===== src/rtl/game_sprite_mover_pkg.sv =====
// Shared game configuration: screen geometry, coordinate/velocity widths and
// small arithmetic helpers used by the sprite movers and the game master.
package game_sprite_mover_pkg;

  // Coordinate width shared with the display timing and the game master FSM.
  localparam int unsigned CoordW = 10;
  // Velocity is a small two's complement step, range -4..+3.
  localparam int unsigned VelW = 3;

  localparam int unsigned GameScreenWidth  = 640;
  localparam int unsigned GameScreenHeight = 480;

  typedef logic [CoordW-1:0] coord_t;
  // One extra bit so coordinate + extent never overflows.
  typedef logic [CoordW:0]   coord_ext_t;
  typedef logic [VelW-1:0]   vel_t;

  // What happens to the position register on the coming clock edge.
  typedef enum logic [1:0] {
    MvHold,
    MvLoad,
    MvStep
  } move_e;

  // Position plus sign-extended velocity, wrapping modulo 2^CoordW.
  function automatic coord_t add_vel(coord_t pos, vel_t vel);
    coord_t vel_ext;
    vel_ext = {{(CoordW-VelW){vel[VelW-1]}}, vel};
    return pos + vel_ext;
  endfunction

  // True when lo <= p < lo + len, evaluated without overflow.
  function automatic logic in_span(coord_t lo, coord_t p, int unsigned len);
    coord_ext_t hi;
    hi = {1'b0, lo} + coord_ext_t'(len);
    return (p >= lo) && ({1'b0, p} < hi);
  endfunction

  // True when the extent starting at pos fits entirely inside limit.
  function automatic logic fits(coord_t pos, int unsigned len, int unsigned limit);
    coord_ext_t sum;
    sum = {1'b0, pos} + coord_ext_t'(len);
    return sum <= coord_ext_t'(limit);
  endfunction

endpackage


===== src/rtl/game_sprite_mover_strobe.sv =====
// Free-running movement divider. The strobe is high for exactly one cycle out
// of every 2^STROBE_WIDTH, when the counter reads all-ones.
module game_strobe_gen #(
  parameter int unsigned STROBE_WIDTH = 20
) (
  input  logic clk,
  input  logic reset_n,
  output logic strobe
);

  logic [STROBE_WIDTH-1:0] cnt_q;
  logic [STROBE_WIDTH-1:0] cnt_d;

  // Counter next state: always increments, wraps naturally at all-ones.
  always_comb begin
    cnt_d = cnt_q + 1'b1;
  end

  // Counter register, cleared asynchronously so a reset aborts any pending move.
  always_ff @(posedge clk or negedge reset_n) begin
    if (!reset_n) begin
      cnt_q <= '0;
    end else begin
      cnt_q <= cnt_d;
    end
  end

  assign strobe = &cnt_q;

endmodule


===== src/rtl/game_sprite_mover.sv =====
// Sprite position/velocity holder for one game object (target or torpedo).
// The game master writes position and velocity directly; the sprite steps by
// its velocity on each divider strobe while enable_update is high.
module game_sprite_mover #(
  parameter int unsigned SCREEN_WIDTH  = game_sprite_mover_pkg::GameScreenWidth,
  parameter int unsigned SCREEN_HEIGHT = game_sprite_mover_pkg::GameScreenHeight,
  parameter int unsigned SPRITE_WIDTH  = 8,
  parameter int unsigned SPRITE_HEIGHT = 8,
  parameter int unsigned STROBE_WIDTH  = 20
) (
  input  logic                          clk,
  input  logic                          reset_n,
  input  logic                          write_xy,
  input  logic                          write_dxy,
  input  logic                          enable_update,
  input  game_sprite_mover_pkg::coord_t x_to_write,
  input  game_sprite_mover_pkg::coord_t y_to_write,
  input  game_sprite_mover_pkg::vel_t   dx_to_write,
  input  game_sprite_mover_pkg::vel_t   dy_to_write,
  input  game_sprite_mover_pkg::coord_t pixel_x,
  input  game_sprite_mover_pkg::coord_t pixel_y,
  output game_sprite_mover_pkg::coord_t x,
  output game_sprite_mover_pkg::coord_t y,
  output logic                          within_screen,
  output logic                          pixel_hit
);

  import game_sprite_mover_pkg::*;

  logic   strobe;
  move_e  move;
  coord_t x_q, x_d;
  coord_t y_q, y_d;
  vel_t   dx_q, dx_d;
  vel_t   dy_q, dy_d;
  logic   pixel_hit_q, pixel_hit_d;

  game_strobe_gen #(
    .STROBE_WIDTH(STROBE_WIDTH)
  ) u_strobe (
    .clk    (clk),
    .reset_n(reset_n),
    .strobe (strobe)
  );

  // Decide the position update; a host write always beats a movement step.
  always_comb begin
    move = MvHold;
    if (write_xy) begin
      move = MvLoad;
    end else if (strobe && enable_update) begin
      move = MvStep;
    end
  end

  // Position next state. Steps use the velocity currently held, so a velocity
  // write in the same cycle only affects later steps.
  always_comb begin
    x_d = x_q;
    y_d = y_q;
    unique case (move)
      MvLoad: begin
        x_d = x_to_write;
        y_d = y_to_write;
      end
      MvStep: begin
        x_d = add_vel(x_q, dx_q);
        y_d = add_vel(y_q, dy_q);
      end
      default: begin
        x_d = x_q;
        y_d = y_q;
      end
    endcase
  end

  // Velocity next state, loaded independently of the position write.
  always_comb begin
    dx_d = dx_q;
    dy_d = dy_q;
    if (write_dxy) begin
      dx_d = dx_to_write;
      dy_d = dy_to_write;
    end
  end

  // Scan coordinate versus current sprite box; registered for one cycle latency.
  always_comb begin
    pixel_hit_d = in_span(x_q, pixel_x, SPRITE_WIDTH) &&
                  in_span(y_q, pixel_y, SPRITE_HEIGHT);
  end

  // State registers: position, velocity and the registered hit flag.
  always_ff @(posedge clk or negedge reset_n) begin
    if (!reset_n) begin
      x_q         <= '0;
      y_q         <= '0;
      dx_q        <= '0;
      dy_q        <= '0;
      pixel_hit_q <= 1'b0;
    end else begin
      x_q         <= x_d;
      y_q         <= y_d;
      dx_q        <= dx_d;
      dy_q        <= dy_d;
      pixel_hit_q <= pixel_hit_d;
    end
  end

  // Wrapped-negative coordinates land near 1023 and therefore read off-screen.
  assign within_screen = fits(x_q, SPRITE_WIDTH, SCREEN_WIDTH) &&
                         fits(y_q, SPRITE_HEIGHT, SCREEN_HEIGHT);

  assign x         = x_q;
  assign y         = y_q;
  assign pixel_hit = pixel_hit_q;

endmodule


===== config.mk =====
export PLATFORM = sky130hd
export DESIGN_NAME = game_sprite_mover
export DESIGN_NICKNAME = d
export VERILOG_FILES = /design/src/rtl/game_sprite_mover_pkg.sv /design/src/rtl/game_sprite_mover_strobe.sv /design/src/rtl/game_sprite_mover.sv
export SDC_FILE = /design/constraint.sdc
export NUM_CORES = 1
export LEC_CHECK = 0
export ABC_AREA = 1
export CAP_MARGIN = 25
export CORE_MARGIN = 3
export CORE_UTILIZATION = 47
export CTS_BUF_LIST = sky130_fd_sc_hd__clkbuf_4
export DETAILED_ROUTE_END_ITERATION = 10
export PLACE_DENSITY = 0.72
export RECOVER_POWER = 50
export SLEW_MARGIN = 20
export SYNTH_ARGS = -nofsm -noshare
export SYNTH_HDL_FRONTEND = slang
export SYNTH_SLANG_ARGS = --single-unit

===== constraint.sdc =====
create_clock -name clk -period 4 [get_ports clk]
set_input_delay 0.4 -clock clk [delete_from_list [all_inputs] [get_ports clk]]
set_output_delay 0.4 -clock clk [all_outputs]
set_load 0.005 [all_outputs]

==> impl_metrics.xml <==
<?xml version="1.0" encoding="UTF-8"?>
<metrics>
  <group name="status">
    <metric name="status" unit="">complete, but fails checks</metric>
    <metric name="violations" unit="">max-capacitance violations, max-slew violations</metric>
  </group>
  <group name="yosys">
    <metric name="synth.top_cell.area_share" unit="">0.281</metric>
    <metric name="post_synth_design_cell_area" unit="um^2">4190</metric>
    <metric name="synthFlopType" unit="">dfrtp_1</metric>
    <metric name="mappedNetlistNets" unit="">689</metric>
    <metric name="synth-edff-count" unit="">0</metric>
    <metric name="synth-async-reset-ratio" unit="">1.00</metric>
    <metric name="synthDominantAreaCellType" unit="">dfrtp_1</metric>
    <metric name="main_area_contributors_after_synthesis" unit="">dfrtp_1, ha_1, nand2_1</metric>
    <metric name="synth-warning-count" unit="">0</metric>
    <metric name="synth_cell_type_count" unit="">34</metric>
    <metric name="synth_seq_area_share" unit="">0.281</metric>
    <metric name="most_common_cell_in_the_netlist" unit="">nand2_1</metric>
    <metric name="syn-instance-count" unit="">581</metric>
    <metric name="synth.avg_cell_area" unit="um^2">7.21</metric>
    <metric name="synth-seq-cells" unit="">47</metric>
    <metric name="post_synth_top_cells" unit="">nand2_1, inv_1, nor2_1</metric>
  </group>
  <group name="timing">
    <metric name="fin_skew" unit="ns">0.0157</metric>
    <metric name="setup_viol" unit="">0</metric>
    <metric name="rsz0062_at_grt" unit="">false</metric>
    <metric name="fin_setup_tns" unit="ns">0</metric>
    <metric name="final.hold.worst_slack" unit="ns">0.462</metric>
    <metric name="max_slew.worst_pin.slew" unit="ns">2.42</metric>
    <metric name="achievable-frequency" unit="GHz">0.363</metric>
    <metric name="slew_headroom" unit="">-0.614</metric>
    <metric name="finalCriticalPeriod" unit="ns">2.75</metric>
    <metric name="hold_violations" unit="">0</metric>
    <metric name="timing.final.max_slew_violations" unit="">48</metric>
    <metric name="final_min_period_over_clock_period" unit="">0.689</metric>
  </group>
  <group name="cts">
    <metric name="numCtsBuffers" unit="">5</metric>
    <metric name="clock_sinks" unit="">47</metric>
    <metric name="ctsResizeCount" unit="">0</metric>
    <metric name="ctsLongestPathBuffers" unit="">2</metric>
    <metric name="clkTransAtPathRegs" unit="ns">0.14</metric>
    <metric name="clock-root-buffer" unit="">clkbuf_4</metric>
    <metric name="postCtsSetupBuffers" unit="">0</metric>
    <metric name="h-tree-depth" unit="">2</metric>
    <metric name="worstSkewPairLatency" unit="ns">0.36</metric>
    <metric name="tritoncts_clock_tree" unit="">yes</metric>
    <metric name="cts-hold-fix-buffers" unit="">0</metric>
  </group>
  <group name="layout">
    <metric name="finish.instance_area" unit="um^2">5050</metric>
    <metric name="fillerInstances" unit="">793</metric>
    <metric name="nets" unit="">762</metric>
    <metric name="instances_no_fill" unit="">760</metric>
    <metric name="area_growth_syn_to_layout" unit="%">20.5</metric>
    <metric name="antenna_cells_inserted" unit="">0</metric>
    <metric name="ratio_of_cells_with_drive_above_1_in_the_final_layout" unit="">0.0351</metric>
  </group>
  <group name="floorplanning">
    <metric name="die_w" unit="um">100</metric>
    <metric name="floorplan.initialDensity" unit="">0.498</metric>
    <metric name="die_h" unit="um">100</metric>
    <metric name="core.rowCount" unit="">33</metric>
    <metric name="io_pins" unit="">73</metric>
    <metric name="fp.dieArea" unit="um^2">10100</metric>
    <metric name="fp.coreArea" unit="um^2">8420</metric>
  </group>
  <group name="placed_design">
    <metric name="detailedPlacementHpwl" unit="um">8840</metric>
    <metric name="place.port_buffers" unit="">72</metric>
    <metric name="globalplace.congestion" unit="">0.882</metric>
    <metric name="numPlacedInstances" unit="">752</metric>
    <metric name="placed_cell_area" unit="um^2">5000</metric>
  </group>
  <group name="power">
    <metric name="seqPwrFrac" unit="">0.417</metric>
    <metric name="p_sw_frac" unit="">0.376</metric>
    <metric name="combPwrFrac" unit="">0.417</metric>
    <metric name="power.ir.vdd_worst" unit="mV">0.184</metric>
    <metric name="power.clock.fraction" unit="">0.166</metric>
    <metric name="cellInternalPower" unit="mW">0.826</metric>
    <metric name="power.net_switching" unit="mW">0.497</metric>
    <metric name="power_per_cell_area" unit="nW/um^2">262</metric>
    <metric name="total_leakage_power" unit="nW">2.62</metric>
  </group>
  <group name="global_route">
    <metric name="total_global_route_track_usage" unit="">0.218</metric>
    <metric name="initial_antenna_violation_count" unit="">0</metric>
    <metric name="global_route.overflow_total" unit="">0</metric>
    <metric name="wire_length_of_the_first_global_routing_pass" unit="um">17800</metric>
    <metric name="first_global_vias" unit="">3820</metric>
    <metric name="grt_max_degree" unit="">48</metric>
  </group>
  <group name="routing">
    <metric name="remaining_drc_errors" unit="">0</metric>
    <metric name="drt_iter0_markers" unit="">161</metric>
    <metric name="firstDrtPassIters" unit="">4</metric>
    <metric name="vias_per_cell" unit="">5.24</metric>
    <metric name="dr_total_vias" unit="">3985</metric>
    <metric name="wirelength" unit="um">10800</metric>
    <metric name="detail_route.wl_per_cell" unit="um">14.2</metric>
    <metric name="number_of_routed_nets_with_antenna_violations" unit="">0</metric>
  </group>
  <group name="setup_path">
    <metric name="worst-endpoint-required" unit="ns">3.60</metric>
    <metric name="worst_ep_arrival_time" unit="ns">2.35</metric>
    <metric name="cp_max_fo" unit="">8</metric>
    <metric name="start_to_end_type_of_the_worst_setup_path" unit="">register to primary output</metric>
    <metric name="worstSetupEndpointType" unit="">primary output</metric>
    <metric name="critPathBufInv" unit="">1</metric>
    <metric name="path_cells" unit="">ha_1 -&gt; nand3_1 -&gt; nor3_1 -&gt; xor2_1 -&gt; a21oi_1 -&gt; nor2_1 -&gt; clkdlybuf4s50_1</metric>
    <metric name="critical_path.top_delay_family" unit="">flip-flops</metric>
    <metric name="crit_path_launch_type" unit="">register</metric>
    <metric name="worst_path_largest_cell_delay" unit="ns">0.52</metric>
    <metric name="timing.critical_path.slowest_stage_cell" unit="">dfrtp_1</metric>
  </group>
  <group name="flow_run">
    <metric name="max_cap_viol_count" unit="">1</metric>
  </group>
  <group name="worst_hold_path">
    <metric name="min-delay-path-class" unit="">register to register</metric>
  </group>
</metrics>
-- logic make-up after synthesis --
group / after synthesis / share of synthesized area
flops: 47 / 0.281
fa+ha+maj: 57 / 0.174
compound gates: 46 / 0.0657
xor+xnor: 32 / 0.0669
buf+inv: 87 / 0.0809
simple gates: 306 / 0.316
mux: 6 / 0.0161
-- layer usage --
layer	vias up	GRT usage	part of all wire
met5	-	0	0
met1	1835	0.285	0.44
met2	106	0.389	0.49
met4	0	0.0477	0.018
li1	2024	-	-
met3	20	0.0195	0.048
-- worst paths after layout --
path	startpoint	endpoint	slack, ns	cells after the start
worst max-delay path	x[3]$_DFFE_PN0P_	within_screen	1.25	7
worst min-delay path	u_strobe.cnt_q[0]$_DFF_PN0_	u_strobe.cnt_q[0]$_DFF_PN0_	0.46	1
worst max register to register	x[3]$_DFFE_PN0P_	pixel_hit$_DFF_PN0_	1.85	10
worst min register to register	u_strobe.cnt_q[0]$_DFF_PN0_	u_strobe.cnt_q[0]$_DFF_PN0_	0.46	1
max in group asynchronous	reset_n	u_strobe.cnt_q[4]$_DFF_PN0_	1.86	1
min in group asynchronous	reset_n	u_strobe.cnt_q[14]$_DFF_PN0_	0.76	1
-- metrics by stage --
stage	total power, mW	worst slack, ns	utilization
2_1_floorplan	0.901	2.18	-
3_3_place_gp	1.09	1.69	0.594
3_5_place_dp	1.11	1.61	0.594
4_1_cts	1.33	1.24	0.600
5_1_grt	1.43	0.970	0.600
6_report	1.32	1.25	0.600
-- cell usage in the layout, fill, tap and decap left out, types with 3 or more instances in the layout --
master,synthesis,final
a21oi_1,21,21
clkbuf_4,0,6
clkdlybuf4s50_1,0,70
dfrtp_1,47,47
ha_1,55,55
inv_1,80,80
mux2_2,6,6
nand2_1,158,158
nand2_2,3,3
nand3_1,48,48
nand3b_1,4,4
nand4_1,10,10
nor2_1,62,62
nor3_1,11,12
o211ai_1,3,3
o21ai_0,7,7
o21bai_1,10,10
xnor2_1,10,10
xor2_1,22,22
-- layout make-up --
| type | count | area (um^2) | area share |
|---|---|---|---|
| Clock buffer | 6 | 45.0 | 0.00892 |
| Sequential cell | 47 | 1180 | 0.233 |
| Inverter | 81 | 304 | 0.0602 |
| Timing Repair Buffer | 72 | 714 | 0.141 |
| Clock inverter | 2 | 7.51 | 0.00149 |
| Multi-Input combinational cell | 447 | 2670 | 0.529 |
| Tap cell | 105 | 131 | 0.0260 |
-- flip-flops by register name, summed over array words and instances, names as in the netlist --
register,flops
pixel_hit,1
dy_q,3
u_strobe.cnt_q,20
dx_q,3
x,10
y,10
-- worst reg2reg max path: stages (launching register included) --
cell and delay, ns:
dfrtp_1 0.52, ha_1 0.24, nand3_1 0.13, nor3_1 0.21, xor2_1 0.23, ha_1 0.29, nand2_1 0.09, o21ai_0 0.08
nor2_1 0.10, nand3_1 0.09, nor2_1 0.12
-- power groups by stage --
stage,Combinational (mW),Sequential [mW],Clock [mW]
floorplan,0.357,0.544,0
global placement,0.535,0.559,0
detailed placement,0.549,0.561,0
CTS,0.553,0.552,0.227
global route,0.629,0.557,0.247
finish,0.552,0.552,0.220
No activity file was read; power rests on OpenSTA's default activity.
